$ cat src/rtl/uart_rx_if.sv
// MMIO bus bundle for the UART receiver: device select, register offset,
// read/write strobes and the registered read-data return path.
interface uart_rx_if;
    logic [2:0]  device_select;
    logic [15:0] mmio_addr;
    logic [7:0]  mmio_data_in;
    logic        mmio_wr;
    logic        mmio_rd;
    logic [7:0]  mmio_data_out;

    modport master (
        output device_select, mmio_addr, mmio_data_in, mmio_wr, mmio_rd,
        input  mmio_data_out
    );

    modport slave (
        input  device_select, mmio_addr, mmio_data_in, mmio_wr, mmio_rd,
        output mmio_data_out
    );
endinterface

$ cat src/rtl/uart_rx.sv
// 8N1 UART receiver with an MMIO register file (CR, SR, CDIV_H/L, DI) and a
// small receive FIFO. The serial line is double-synchronized before use.
module uart_rx #(
    parameter logic [2:0]  device_address = 3'b100,
    parameter int unsigned FIFO_DEPTH     = 4
) (
    input  logic     clk,
    input  logic     rst_n,
    uart_rx_if.slave bus,
    input  logic     rx
);
    localparam int unsigned   AW    = $clog2(FIFO_DEPTH);
    localparam logic [AW:0]   DEPTH = (AW + 1)'(FIFO_DEPTH);

    typedef enum logic [1:0] {IDLE, START, DATA, STOP} state_t;

    state_t      state, state_n;
    logic [16:0] cnt, cnt_n;
    logic [2:0]  idx, idx_n;
    logic [7:0]  shreg, shreg_n;
    logic        push_req, fe_set;

    logic        rxe, ovr, fe;
    logic [7:0]  cdiv_h, cdiv_l;
    logic        sync1, sync2, rx_prev;

    logic [7:0]  mem [FIFO_DEPTH];
    logic [AW:0] wr_ptr, rd_ptr, count;

    logic [15:0] cdiv;
    logic [16:0] period, half;
    logic        line_en, expire;
    logic        sel, wr_sel, rd_sel, wr_sr, flush;
    logic        rxne, full, pop, push_ok, ovr_set;

    assign cdiv    = {cdiv_h, cdiv_l};
    assign period  = {1'b0, cdiv} + 17'd1;
    assign half    = {2'b00, cdiv[15:1]};
    assign line_en = rxe && (cdiv >= 16'd3);
    assign expire  = (cnt <= 17'd1);

    assign sel    = (bus.device_select == device_address);
    assign wr_sel = sel && bus.mmio_wr;
    assign rd_sel = sel && bus.mmio_rd;
    assign wr_sr  = wr_sel && (bus.mmio_addr == 16'h0001);
    assign flush  = wr_sel && (bus.mmio_addr == 16'h0000) && bus.mmio_data_in[1];

    assign count   = wr_ptr - rd_ptr;
    assign rxne    = (count != '0);
    assign full    = (count == DEPTH);
    assign pop     = rd_sel && (bus.mmio_addr == 16'h0004) && rxne;
    // A pop in the same cycle frees the slot the incoming byte needs.
    assign push_ok = push_req && !flush && (!full || pop);
    assign ovr_set = push_req && !flush && full && !pop;

    // Two-flop synchronizer plus one history flop for start-edge detection.
    always_ff @(posedge clk or negedge rst_n) begin
        if (!rst_n) begin
            sync1   <= 1'b1;
            sync2   <= 1'b1;
            rx_prev <= 1'b1;
        end else begin
            sync1   <= rx;
            sync2   <= sync1;
            rx_prev <= sync2;
        end
    end

    // Receiver state, bit counter, bit index and shift register.
    always_ff @(posedge clk or negedge rst_n) begin
        if (!rst_n) begin
            state <= IDLE;
            cnt   <= '0;
            idx   <= '0;
            shreg <= '0;
        end else begin
            state <= state_n;
            cnt   <= cnt_n;
            idx   <= idx_n;
            shreg <= shreg_n;
        end
    end

    // Frame sequencing: half-period start check, full-period data/stop samples.
    always_comb begin
        state_n  = state;
        cnt_n    = cnt;
        idx_n    = idx;
        shreg_n  = shreg;
        push_req = 1'b0;
        fe_set   = 1'b0;
        if (!line_en) begin
            state_n = IDLE;
            cnt_n   = '0;
            idx_n   = '0;
        end else begin
            case (state)
                IDLE: begin
                    if (rx_prev && !sync2) begin
                        state_n = START;
                        cnt_n   = half;
                    end
                end
                START: begin
                    if (!expire) begin
                        cnt_n = cnt - 17'd1;
                    end else if (!sync2) begin
                        state_n = DATA;
                        cnt_n   = period;
                        idx_n   = '0;
                    end else begin
                        state_n = IDLE;
                        cnt_n   = '0;
                    end
                end
                DATA: begin
                    if (!expire) begin
                        cnt_n = cnt - 17'd1;
                    end else begin
                        shreg_n[idx] = sync2;
                        cnt_n        = period;
                        if (idx == 3'd7) state_n = STOP;
                        else             idx_n   = idx + 3'd1;
                    end
                end
                STOP: begin
                    if (!expire) begin
                        cnt_n = cnt - 17'd1;
                    end else begin
                        if (sync2) push_req = 1'b1;
                        else       fe_set   = 1'b1;
                        state_n = IDLE;
                        cnt_n   = '0;
                    end
                end
                default: state_n = IDLE;
            endcase
        end
    end

    // Control, divider and sticky status flags; a set event beats W1C.
    always_ff @(posedge clk or negedge rst_n) begin
        if (!rst_n) begin
            rxe    <= 1'b0;
            cdiv_h <= '0;
            cdiv_l <= '0;
            ovr    <= 1'b0;
            fe     <= 1'b0;
        end else begin
            if (wr_sel && bus.mmio_addr == 16'h0000) rxe    <= bus.mmio_data_in[0];
            if (wr_sel && bus.mmio_addr == 16'h0002) cdiv_h <= bus.mmio_data_in;
            if (wr_sel && bus.mmio_addr == 16'h0003) cdiv_l <= bus.mmio_data_in;
            ovr <= ovr_set | (ovr & ~(wr_sr & bus.mmio_data_in[1]));
            fe  <= fe_set  | (fe  & ~(wr_sr & bus.mmio_data_in[2]));
        end
    end

    // FIFO pointers; flush discards everything including a same-cycle push.
    always_ff @(posedge clk or negedge rst_n) begin
        if (!rst_n) begin
            wr_ptr <= '0;
            rd_ptr <= '0;
        end else if (flush) begin
            rd_ptr <= wr_ptr;
        end else begin
            if (push_ok) wr_ptr <= wr_ptr + 1'b1;
            if (pop)     rd_ptr <= rd_ptr + 1'b1;
        end
    end

    // FIFO storage; validity is tracked by the pointers only.
    always_ff @(posedge clk) begin
        if (push_ok) mem[wr_ptr[AW-1:0]] <= shreg;
    end

    // Registered read data; unmapped offsets and idle cycles hold the value.
    always_ff @(posedge clk or negedge rst_n) begin
        if (!rst_n) begin
            bus.mmio_data_out <= '0;
        end else if (rd_sel) begin
            case (bus.mmio_addr)
                16'h0000: bus.mmio_data_out <= {7'b0, rxe};
                16'h0001: bus.mmio_data_out <= {5'b0, fe, ovr, rxne};
                16'h0002: bus.mmio_data_out <= cdiv_h;
                16'h0003: bus.mmio_data_out <= cdiv_l;
                16'h0004: bus.mmio_data_out <= rxne ? mem[rd_ptr[AW-1:0]] : 8'h00;
                default:  bus.mmio_data_out <= bus.mmio_data_out;
            endcase
        end
    end
endmodule
$ cat src/flat_wrapper.sv
// flat-port wrapper written by rule: the top's interface ports become plain ports
module uart_rx_flat 
#(
    parameter logic [2:0]  device_address = 3'b100,
    parameter int unsigned FIFO_DEPTH     = 4
)
  (clk, rst_n, rx, bus_device_select, bus_mmio_addr, bus_mmio_data_in, bus_mmio_wr, bus_mmio_rd, bus_mmio_data_out);
  uart_rx_if bus_i ();
  input  logic clk;
  input  logic rst_n;
  input  logic rx;
  input wire logic [$bits(bus_i.device_select)-1:0] bus_device_select;
  input wire logic [$bits(bus_i.mmio_addr)-1:0] bus_mmio_addr;
  input wire logic [$bits(bus_i.mmio_data_in)-1:0] bus_mmio_data_in;
  input wire logic [$bits(bus_i.mmio_wr)-1:0] bus_mmio_wr;
  input wire logic [$bits(bus_i.mmio_rd)-1:0] bus_mmio_rd;
  output wire logic [$bits(bus_i.mmio_data_out)-1:0] bus_mmio_data_out;
  assign bus_i.device_select = bus_device_select;
  assign bus_i.mmio_addr = bus_mmio_addr;
  assign bus_i.mmio_data_in = bus_mmio_data_in;
  assign bus_i.mmio_wr = bus_mmio_wr;
  assign bus_i.mmio_rd = bus_mmio_rd;
  assign bus_mmio_data_out = bus_i.mmio_data_out;
  uart_rx #(.device_address(device_address), .FIFO_DEPTH(FIFO_DEPTH)) u_core (.clk(clk), .rst_n(rst_n), .bus(bus_i), .rx(rx));
endmodule
$ cat config.mk
export PLATFORM = sky130hd
export DESIGN_NAME = uart_rx_flat
export DESIGN_NICKNAME = d
export VERILOG_FILES = /design/src/rtl/uart_rx_if.sv /design/src/rtl/uart_rx.sv /design/src/flat_wrapper.sv
export SDC_FILE = /design/constraint.sdc
export NUM_CORES = 1
export LEC_CHECK = 0
export ABC_AREA = 1
export BUFFER_PORTS_ARGS = -buffer_cell sky130_fd_sc_hd__clkbuf_2
export CORE_MARGIN = 4
export CORE_UTILIZATION = 35
export CTS_BUF_LIST = sky130_fd_sc_hd__clkbuf_2 sky130_fd_sc_hd__clkbuf_4 sky130_fd_sc_hd__clkbuf_8
export CTS_CLUSTER_DIAMETER = 120
export CTS_CLUSTER_SIZE = 25
export DETAILED_ROUTE_END_ITERATION = 6
export GPL_TIMING_DRIVEN = 1
export SYNTH_ARGS = -nofsm -noshare
export SYNTH_HDL_FRONTEND = slang
export SYNTH_SLANG_ARGS = --single-unit
$ cat constraint.sdc
create_clock -name clk -period 3.4 [get_ports clk]
set_clock_uncertainty 0.05 [all_clocks]
set_input_delay 0.17 -clock clk [delete_from_list [all_inputs] [get_ports clk]]
set_output_delay 0.17 -clock clk [all_outputs]
set_load 0.02 [all_outputs]
* Word-level counts from Yosys, hierarchy flattened *
Memories as Yosys holds them, arrays and structs flattened.
Cells that the tools add are included.

storage, ports and cells
  register bits = 66
  latch bits = 0
  memory bits (writable) = 32
  memory bits (read-only) = 0
  bits of input ports = 32
  output and inout bits = 8
  logic and storage cells = 122
  memories kept = 1

memories
  memory      depth  width  rd ports  clocked after Yosys merged registers in  write ports  RTL line       source
  u_core.mem  4      8      1         0                                        1            uart_rx.sv:27  logic [7:0] mem [FIFO_DEPTH];

operators by class
  add/sub/neg operators = 6
  multiply operators = 0
  divide/modulo/power cells = 0
  magnitude comparators = 4
  equal/unequal tests = 18
  shifts and indexed selects = 0
  multiplexer cells = 38
  bitwise gates (word level) = 9
  reductions and logical operators = 31

operators with widths
  kind                                                                                number
  17-bit two-way mux                                                                  6
  17-bit one-hot mux with 4 select lines                                              1
  8-bit one-hot mux with 5 select lines                                               1
  16-bit by 2-bit == test with 1-bit output (second input constant)                   2
  3-bit != test (second input constant)                                               8
  3-bit two-way mux                                                                   7
  16-bit by 1-bit adder with 17-bit output (second input constant)                    1
  17-bit by 1-bit less-or-equal comparator with 1-bit output (second input constant)  1
  17-bit by 1-bit subtractor with 17-bit output (second input constant)               1
  16-bit by 1-bit == test with 1-bit output (second input constant)                   1
  16-bit by 3-bit == test with 1-bit output (second input constant)                   1
  16-bit by 2-bit >= comparator with 1-bit output (second input constant)             1
  1-bit logical AND                                                                   16
  16-bit zero test                                                                    1
  2-bit two-way mux                                                                   7
  1-bit two-way mux                                                                   11
  5-bit AND reduction                                                                 2
  3-bit by 1-bit adder with 3-bit output (second input constant)                      3
  3-bit == test (second input constant)                                               3
  8-bit bitwise mux                                                                   1
  8-bit two-way mux                                                                   1
  2-bit one-hot mux with 4 select lines                                               1
  3-bit one-hot mux with 2 select lines                                               1
  5-bit nonzero test                                                                  1
  other kinds (16)                                                                    27

* Logic depth before layout (Yosys ltp) *
Gate-level depths: netlist of the first run.

  word-level depth = 9
  depth in mapped cells = 14

* Worst setup path after synthesis of the first run *
OpenSTA, ideal clock, no wires.

  path kind = register to register
  from = reg u_core.rd_ptr[1]
  to = mem u_core.mem[0][0], enable pin
  library setup time = 0.371 ns
  data arrival time = 2.135 ns
  required time = 2.979 ns
  setup slack = 0.844 ns
  cell stages (with the launch flop) = 13
  buffers on the path = 1
  path through = dfrtp_1 buf_2 clkinv_1 ha_1 inv_1 nor2_1 nor2_1 xnor2_1 nand2_1 nand3_1 nand2_1 nand2_2 nor2_1

between the ends
  word-level cells in the longest chain between the ends = 7

ends and longest elaborated chain
  item                                                         RTL line                      source
  from (decl)                                                  uart_rx.sv:28                 logic [AW:0] wr_ptr, rd_ptr, count;
  from (signal assigned)                                       uart_rx.sv:164                rd_ptr <= wr_ptr;
  from (signal assigned)                                       uart_rx.sv:167                if (pop) rd_ptr <= rd_ptr + 1'b1;
  3-bit subtractor (*)                                         uart_rx.sv:48                 assign count = wr_ptr - rd_ptr;
  3-bit == test / 3-bit nonzero test (equally long branches)   uart_rx.sv:50, uart_rx.sv:49
  1-bit zero test / 1-bit logical AND (equally long branches)  uart_rx.sv:53, uart_rx.sv:51
  1-bit logical OR (*)                                         uart_rx.sv:53                 assign push_ok = push_req && !flush && (!full || pop);
  1-bit logical AND (*)                                        uart_rx.sv:53
  1-bit two-way mux (*)                                        uart_rx.sv:173                if (push_ok) mem[wr_ptr[AW-1:0]] <= shreg;
  1-bit two-way mux (not written as such) (*)                  uart_rx.sv:173
  to (decl)                                                    uart_rx.sv:27

Every way passes the cells marked *; elsewhere a longest branch is shown, timed or not.

* Final worst setup path of the first run *
  from = reg u_core.rd_ptr[1]
  to = mem u_core.mem[2][6], enable pin

The elaborated chain is that of the path after synthesis.

==> results.py, run 1 <==
metrics = {
    "status": {
        "status": "finished, final reports clean",
    },
    "critical_path": {
        "cp_data_arrival_time_ns": 3.02,
        "critPathTopFamily": "simple AND/OR/NAND/NOR gates",
        "worst_setup_path_end_kind": "register",
        "crit_top_cell": "nor2_1",
        "worstReg2RegEnd": "u_core.mem[2][6]",
        "cp-start-kind": "register",
        "cp_slowest_stage_delay_ns": 0.53,
        "crit_chain": "clkinv_1, ha_1, inv_1, nor2_1, nor2_1, xnor2_1, nand2_1, nand3_1, nand2_1, nand2_2, nor2_1",
        "slowest_stage": "dfrtp_1",
        "reg2reg_slack_ns": 0.37,
        "worstPathRequired_ns": 3.39,
        "critPathBufInv": 2,
        "worstPathMaxFanout": 11,
        "critPathLaunch": "u_core.rd_ptr[1]",
        "reg2reg_from": "u_core.rd_ptr[1]",
        "r2r_cells": 11,
        "path_class": "register to register",
        "path_depth": 11,
    },
    "cells_and_area": {
        "finish.utilization_pct": 39.8,
        "nNetsFinal": 858,
        "multiInputGateArea_um2": 2900,
        "final-seq-area_um2": 2620,
        "num-fill-cells": 1702,
        "antenna_cells": 0,
        "drive_gt1_share_pct": 13.0,
        "synthToLayoutAreaGrowth_pct": 11.6,
    },
    "timing": {
        "rsz0062_at_grt": "no",
        "fmax_mhz": 330,
        "hold_viol": 0,
        "fin_setup_tns_ns": 0,
        "fin_hold_ws_ns": 0.0292,
        "setup_violations": 0,
        "layout_setup_ws_ns": 0.374,
        "worst_pin_slew_ns": 0.999,
        "finalCriticalPeriod_ns": 3.03,
        "final_max_slew_viol_count": 0,
        "slew_headroom_pct": 33.4,
        "finalCritPeriodShare_pct": 89.0,
    },
    "yosys": {
        "synth_top_family_by_area": "simple AND/OR/NAND/NOR gates",
        "avgSynthCellArea_um2": 7.74,
        "synth_edf_count": 32,
        "synth_common_cells": "nand2_1, nor2_1, inv_1",
        "synthSimpleGateAreaFrac_pct": 29.6,
        "synth_area_leaders": "dfrtp_1, edfxtp_1, nand2_1",
        "synth-async-reset-ratio_pct": 67.3,
        "synth_top_area_share_pct": 26.7,
        "synth_compound_area_share_pct": 11.9,
        "synth_adder_area_share_pct": 3.60,
        "yosysMostFrequentCell": "nand2_1",
        "syn_nets": 813,
        "muxShareOfSynthArea_pct": 0,
        "synth_top_cell_by_area": "dfrtp_1",
        "synth-seq-cells": 98,
        "ys_types": 42,
        "synth.cell_area_um2": 5910,
        "synth-main-ff-cell": "dfrtp_1",
        "seq_area_frac_synth_pct": 44.2,
        "synth_warnings": 0,
        "syn_inst": 764,
        "synth-xor-area-share_pct": 3.85,
    },
    "min_path": {
        "hp-class": "input pin to register",
        "hold_end": "u_core.cdiv_h[0]",
        "hp-start": "bus_mmio_data_in[0]",
        "min_path_cells": 3,
    },
    "power": {
        "p_leak_nw": 3.12,
        "p_per_area_nw_per_um2": 315,
        "peakVddDrop_v": 0.000170,
    },
    "placed_design": {
        "pre_cts_slack_ns": 0.412,
        "gp_congestion": 0.916,
        "portBuffers": 39,
        "place_hpwl_um": 11300,
    },
    "drt": {
        "vias_per_cell": 4.87,
        "vias": 5032,
        "drt_wl_total_um": 15000,
        "drtIter0Drc": 363,
        "dr.pass1.iters": 5,
        "wl_per_cell_um": 14.5,
        "drtAntennaViolNets": 0,
        "drc": 0,
    },
    "die": {
        "die_area_um2": 19000,
        "die_h_um": 138,
        "core.rowCount": 47,
        "start_util_pct": 35.7,
        "die-width_um": 138,
        "ioPinCount": 40,
        "core_um2": 16600,
    },
    "global_route": {
        "grt_pass1_vias": 4601,
        "grt_use_total_pct": 16.4,
        "overflow": 0,
        "antenna_found_initial": 0,
        "grt_pass1_wl_um": 24000,
        "grt_max_degree": 38,
    },
    "clock_tree": {
        "htree_num_levels": 3,
        "cts_buffer_depth": 2,
        "clock_latency_ns": 0.40,
        "tritoncts": "built",
        "cts.sinks": 98,
        "clkSlewWorstSetupHoldPaths_ns": 0.10,
        "cts_buffers": 9,
        "root_buffer": "clkbuf_8",
    },
    "flow_run": {
        "drv_cap": 0,
    },
}
-- kinds of logic after synthesis --
family                   after synthesis
flip-flops                            98
AO/OA/AOI/OAI                        130
adder cells (fa/ha/maj)               17
buffers and inverters                 96
XOR/XNOR                              26
AND/OR/NAND/NOR                      397
-- routing by layer --
layer	routed length [µm]	vias up	part of all wire (%)	track usage, %
met1	7500	2314	50	24.0
met2	6470	123	43	24.5
li1	-	2579	-	-
met4	334	0	2.2	5.60
met3	691	16	4.6	2.76
met5	0	-	0	0
-- registers in the layout, summed over array words and instances, names as in the netlist, 3 cells and up --
register	cells
u_core.cnt	17
u_core.cdiv_l	8
u_core.cdiv_h	8
u_core.bus.mmio_data_out	8
u_core.wr_ptr	3
u_core.mem	32
u_core.rd_ptr	3
u_core.shreg	8
u_core.idx	3
-- stage by stage --
stage	power, mW	instances	instance area, µm²
final	2.08	1034	6600
after floorplan	1.25	764	5910
after CTS	2.10	1034	6600
after detailed placement	1.30	1011	6320
after global placement	1.30	1011	6320
after global routing	2.16	1034	6600
-- area by class of cell --
cell class / count / share of cell area [%]
Inverter: 78 / 4.47
Sequential cell: 98 / 39.6
Clock buffer: 10 / 1.99
Timing Repair Buffer: 52 / 4.70
Multi-Input combinational cell: 570 / 43.9
Tap cell: 220 / 4.17
Clock inverter: 6 / 1.14
-- cell usage in the layout, fill, tap and decap left out, types with 5 or more instances in the layout --
| master | n |
|---|---|
| inv_1 | 71 |
| nor3_1 | 8 |
| nor2_2 | 10 |
| o31ai_1 | 5 |
| xnor2_1 | 7 |
| a21oi_1 | 26 |
| nor2_1 | 86 |
| nand2_1 | 219 |
| ha_1 | 17 |
| o21ai_1 | 15 |
| nand4_1 | 10 |
| dfrtp_1 | 63 |
| o21ai_0 | 68 |
| dlygate4sd3_1 | 7 |
| nand2_2 | 7 |
| buf_4 | 6 |
| edfxtp_1 | 32 |
| clkbuf_2 | 38 |
| xor2_1 | 19 |
| clkbuf_8 | 9 |
| o22ai_1 | 7 |
| nand3_1 | 40 |
-- worst max path at each step --
stage	to
after floorplan	u_core.mem[0][0]
after detailed placement	u_core.mem[1][4]
after global placement	u_core.mem[1][0]
final	u_core.mem[2][6]
after CTS	u_core.mem[1][7]
after global routing	u_core.mem[2][2]
-- tightest hold or removal path, cell delays in order --
cell      delay, ns
clkbuf_2       0.08
inv_1          0.09
o21ai_0        0.10
-- power by group --
part           switching [mW]  internal (mW)  total (mW)
combinational          0.0361         0.0241      0.0602
sequential            0.00209           1.21        1.22
clock                   0.443          0.358       0.801
total                   0.481           1.60        2.08
-- timing repair --
item	4_1_cts	5_1_grt
gates resized for setup	0	1
hold buffers	7	0
endpoints found under the setup margin	0	8
endpoints found under the hold margin	42	0
setup buffers	0	0
(Power assumes the default switching activity.)
==> run 2, diff against run 1 <==
- ABC_AREA: 1 -> unset
==> results.py, run 2 <==
metrics = {
    "status": {
        "status": "finished, final reports clean",
    },
    "timing": {
        "layout_setup_ws_ns": 0.582,
        "finalCritPeriodShare_pct": 82.9,
        "hold_viol": 0,
        "final_max_slew_viol_count": 0,
        "fmax_mhz": 355,
        "setup_violations": 0,
        "finalCriticalPeriod_ns": 2.82,
        "rsz0062_at_grt": "no",
        "worst_pin_slew_ns": 1.11,
        "fin_setup_tns_ns": 0,
        "slew_headroom_pct": 26.0,
    },
    "min_path": {
        "hp-start": "bus_mmio_data_in[0]",
        "hp-class": "input pin to register",
    },
    "yosys": {
        "synth-seq-cells": 98,
        "seq_area_frac_synth_pct": 46.3,
        "synth-xor-area-share_pct": 4.65,
        "synth.cell_area_um2": 5650,
        "synth_edf_count": 32,
        "synthSimpleGateAreaFrac_pct": 19.5,
        "synth_top_cell_by_area": "dfrtp_1",
        "muxShareOfSynthArea_pct": 9.19,
        "synth_top_area_share_pct": 27.9,
        "synth_adder_area_share_pct": 3.77,
        "synth_top_family_by_area": "simple AND/OR/NAND/NOR gates",
        "ys_types": 70,
        "synth_common_cells": "dfrtp_1, nand2_1, o21ai_0",
        "synth_compound_area_share_pct": 12.6,
        "syn_inst": 533,
        "yosysMostFrequentCell": "dfrtp_1",
        "synth_warnings": 0,
        "syn_nets": 582,
        "avgSynthCellArea_um2": 10.6,
        "synth_area_leaders": "dfrtp_1, edfxtp_1, mux2_2",
        "synth-async-reset-ratio_pct": 67.3,
        "synth-main-ff-cell": "dfrtp_1",
    },
    "placed_design": {
        "gp_congestion": 0.895,
        "pre_cts_slack_ns": 0.608,
        "place_hpwl_um": 10900,
        "portBuffers": 39,
        "placed_area_um2": 6080,
    },
    "power": {
        "p_leak_nw": 2.58,
        "p_per_area_nw_per_um2": 539,
        "peakVddDrop_v": 0.000227,
    },
    "cells_and_area": {
        "largest_register_ffs": 32,
        "antenna_cells": 0,
        "layout_commonest_cell": "dfrtp_1",
        "synthToLayoutAreaGrowth_pct": 12.3,
        "nNetsFinal": 623,
        "finish.utilization_pct": 40.1,
        "final_cell_area_um2": 6340,
        "mostFrequentLayoutCells": "dfrtp_1, nand2_1, clkbuf_2, o21ai_0, edfxtp_1",
        "num-fill-cells": 1541,
        "drive_gt1_share_pct": 20.1,
    },
    "clock_tree": {
        "cts_buffer_depth": 2,
        "postCtsSetupBuffers": 0,
        "cts_buffers": 9,
        "clkSlewWorstSetupHoldPaths_ns": 0.10,
        "clock_latency_ns": 0.39,
        "tritoncts": "built",
        "cts.sinks": 98,
        "root_buffer": "clkbuf_8",
        "htree_num_levels": 3,
    },
    "critical_path": {
        "critPathLaunch": "u_core.cnt[11]",
        "worstPathRequired_ns": 3.39,
        "reg2reg_from": "u_core.cnt[11]",
        "path_class": "register to register",
        "reg2reg_slack_ns": 0.58,
        "cp-start-kind": "register",
        "cp_data_arrival_time_ns": 2.81,
        "worstPathMaxFanout": 8,
        "worst_setup_path_end_kind": "register",
    },
    "global_route": {
        "grt_use_total_pct": 16.9,
        "overflow": 0,
        "antenna_found_initial": 0,
        "grt_pass1_vias": 4497,
        "grt_max_degree": 49,
        "grt_pass1_wl_um": 24100,
    },
    "drt": {
        "drtIter0Drc": 425,
        "vias_per_cell": 5.51,
        "drtAntennaViolNets": 0,
        "drc": 0,
        "wl_per_cell_um": 18.5,
        "dr.pass1.iters": 5,
        "drt_wl_total_um": 14700,
        "vias": 4371,
    },
    "die": {
        "die-width_um": 135,
        "ioPinCount": 40,
        "core_um2": 15800,
        "start_util_pct": 35.7,
        "die_h_um": 135,
        "core.rowCount": 46,
        "die_area_um2": 18200,
    },
    "flow_run": {
        "drv_cap": 0,
    },
}
## run 2: timing repair
item,in CTS,in global routing
hold buffers,7,0
resized for setup,0,0
hold endpoints to repair,55,0
## run 2: layout make-up
cell class,count,area [µm²],area share (%)
repair buffers,58,355,5.60
multi-input cells,381,2810,44.2
clock buffers,9,124,1.95
flip-flops and latches,98,2620,41.3
inverters,26,97.6,1.54
clock inverters,6,72.6,1.14
well taps,216,270,4.26
## run 2: worst paths after layout
kind | to | cells after the start
min in group asynchronous | u_core.cdiv_l[7] | 2
worst min-delay path | u_core.cdiv_h[0] | 3
worst max-delay path | u_core.mem[3][3] | 6
worst max register to register | u_core.mem[3][3] | 6
max in group asynchronous | u_core.state[1] | 3
worst min register to register | u_core.sync2 | 0
## run 2: cells by family after synthesis
group,count (synthesis)
xor gates and xnor gates,30
buffers and inverters,54
adders and majority gates,17
AOI/OAI and AO/OA,102
and+or+nand+nor,193
DFF,98
muxes,39
## run 2: power by group
group | switching (mW) | total [mW] | internal (mW)
registers | 0.154 | 1.47 | 1.32
clock network | 0.439 | 0.785 | 0.347
logic | 0.718 | 1.16 | 0.439
total | 1.31 | 3.42 | 2.10
## run 2: metrics by stage
| step | hold WS [ns] | power (mW) | std cells |
|---|---|---|---|
| global placement | 0.216 | 2.60 | 772 |
| floorplan | -0.176 | 2.28 | 533 |
| global route | 0.0161 | 3.65 | 794 |
| CTS | 0.00496 | 3.43 | 794 |
| detailed placement | 0.212 | 2.63 | 772 |
| finish | 0.0293 | 3.42 | 794 |
## run 2: worst max-delay path, cell delays in order (launching register included)
cell     delay (ns)
dfrtp_1        0.43
nor4_2         0.42
nand2_1        0.26
nor2_1         0.21
nand3_1        0.20
nor4b_4        0.43
and2_1         0.47
## run 2: metal layers
metal  vias to the layer above  global-route usage [%]  routed length [µm]
li1                       2050                       -                   -
met1                      2180                    22.2                6510
met2                       114                    28.3                7250
met3                        27                    2.50                 618
met4                         0                    6.72                 346
met5                         -                       0                   0
==> run 3, diff against run 2 <==
- clock period: 3.4 -> 2.4 ns (I/O delays scaled with it)
==> results.py, run 3 (synthesis results as in run 2) <==
metrics = {
    "drt": {
        "wl_per_cell_um": 18.0,
        "wirelength_met1_um": 6800,
        "drt_wl_total_um": 15500,
        "drtAntennaViolNets": 0,
        "vias_per_cell": 5.41,
        "wl_met2_um": 7790,
        "drc": 0,
        "dr.pass1.iters": 5,
        "vias": 4656,
        "wl_met3_um": 551,
        "topRoutingLayerUsed": "met4",
        "drtIter0Drc": 334,
    },
    "timing": {
        "hold_viol": 0,
        "slew_headroom_pct": 53.6,
        "setup_violations": 0,
        "rsz0062_at_grt": "yes",
        "worst_pin_slew_ns": 0.695,
        "finalCritPeriodShare_pct": 95.9,
        "fmax_mhz": 435,
        "fin_setup_tns_ns": 0,
        "finalCriticalPeriod_ns": 2.30,
        "final_max_slew_viol_count": 0,
    },
    "critical_path": {
        "worstPathRequired_ns": 2.62,
        "worst_setup_path_end_kind": "register",
        "worstPathMaxFanout": 16,
        "cp-start-kind": "register",
        "path_class": "register to register",
        "cp_data_arrival_time_ns": 2.52,
    },
    "global_route": {
        "overflow": 0,
        "grt_use_total_pct": 17.8,
        "grt_pass1_vias": 4780,
        "grt_max_degree": 39,
        "antenna_found_initial": 0,
        "grt_pass1_wl_um": 25500,
    },
    "clock_tree": {
        "root_buffer": "clkbuf_8",
        "cts.sinks": 98,
        "tritoncts": "built",
        "cts_buffers": 9,
        "postCtsSetupBuffers": 0,
        "clkSlewWorstSetupHoldPaths_ns": 0.10,
        "cts_buffer_depth": 2,
        "htree_num_levels": 3,
        "clock_latency_ns": 0.39,
    },
    "die": {
        "die_h_um": 135,
        "core_um2": 15800,
        "core.rowCount": 46,
        "start_util_pct": 35.7,
        "ioPinCount": 40,
        "die_area_um2": 18200,
        "die-width_um": 135,
    },
    "placed_design": {
        "portBuffers": 39,
        "place_hpwl_um": 11900,
        "gp_congestion": 1.01,
        "place_inst": 836,
        "placed_area_um2": 6590,
    },
    "power": {
        "peakVddDrop_v": 0.000317,
        "p_leak_nw": 2.94,
        "p_per_area_nw_per_um2": 753,
    },
    "cells_and_area": {
        "layout.cells.non_filler": 861,
        "nNetsFinal": 689,
        "largest_register_ffs": 32,
        "multiInputGateArea_um2": 2890,
        "synthToLayoutAreaGrowth_pct": 23.5,
        "layout_commonest_cell": "buf_4",
        "final-seq-area_um2": 2620,
        "drive_gt1_share_pct": 30.2,
        "final_cell_area_um2": 6970,
        "mostFrequentLayoutCells": "buf_4, dfrtp_1, nand2_1, clkbuf_2",
        "antenna_cells": 0,
        "num-fill-cells": 1521,
    },
    "min_path": {
        "hp-class": "input pin to register",
    },
    "flow_run": {
        "drv_cap": 0,
    },
    "status": {
        "status": "finished, final reports clean",
    },
}
## run 3: cell count changes in the layout (fill, tap and decap cells not counted), moves of 2 or more
cell	delta
dlygate4sd3_1	+2
buf_12	+3
clkinv_8	+2
and2_1	-2
nor4_1	-4
nor4_2	+3
buf_4	+60
## run 3: power breakdown
| part | internal [mW] | total, mW | switching (mW) |
|---|---|---|---|
| clock | 0.412 | 1.08 | 0.671 |
| sequential | 1.87 | 2.02 | 0.154 |
| combinational | 0.932 | 2.15 | 1.22 |
## run 3: worst max-delay path, cell delays in order (launching register included)
cell,delay [ns]
dfrtp_1,0.40
ha_1,0.25
nor4_2,0.23
a41oi_1,0.19
buf_4,0.19
buf_4,0.20
nand3_1,0.10
a21oi_2,0.08
and3_1,0.20
a221o_1,0.29
## run 3: timing repair
action                                  CTS  global route
endpoints found under the setup margin   44            45
hold endpoints to repair                 41             0
hold buffers                              9             0
gates resized for setup                   4            14
pin swaps                                 1             5
## run 3: stage by stage
| stage | hold slack, ns | utilization (%) | power (mW) | setup slack [ns] |
|---|---|---|---|---|
| after floorplan | -0.226 | - | 3.23 | 0.00829 |
| after global placement | 0.152 | 41.7 | 4.01 | -0.0859 |
| after detailed placement | 0.159 | 41.7 | 4.07 | -0.206 |
| after CTS | 0.0140 | 43.7 | 5.21 | 0.0211 |
| after global routing | 0.0235 | 44.1 | 5.58 | -0.0215 |
| final | 0.0369 | 44.1 | 5.25 | 0.0996 |
## run 3: path summary, 6_finish.rpt
| check | startpoint | end | slack (ns) | cells after the start |
|---|---|---|---|---|
| setup / recovery | u_core.cdiv_l[0] | u_core.cnt[16] | 0.1 | 9 |
| hold reg to reg | u_core.sync1 | u_core.sync2 | 0.31 | 0 |
| max in group asynchronous | rst_n | u_core.bus.mmio_data_out[0] | 1.41 | 3 |
| setup reg to reg | u_core.cdiv_l[0] | u_core.cnt[16] | 0.1 | 9 |
| min in group asynchronous | rst_n | u_core.cnt[10] | 0.26 | 2 |
| hold / removal | bus_mmio_data_in[2] | u_core.cdiv_h[2] | 0.04 | 2 |
## run 3: layout make-up
| class | instances | area share (%) |
|---|---|---|
| clock buffers | 9 | 1.78 |
| inverters | 26 | 1.40 |
| well taps | 216 | 3.88 |
| flip-flops and latches | 98 | 37.5 |
| clock inverters | 7 | 1.13 |
| repair buffers | 124 | 12.9 |
| multi-input cells | 381 | 41.4 |
## run 3: layer usage
metal	vias to the layer above	GRT usage (%)
met5	-	0
met4	0	7.05
met3	24	2.68
met2	116	29.7
met1	2327	23.5
li1	2189	-
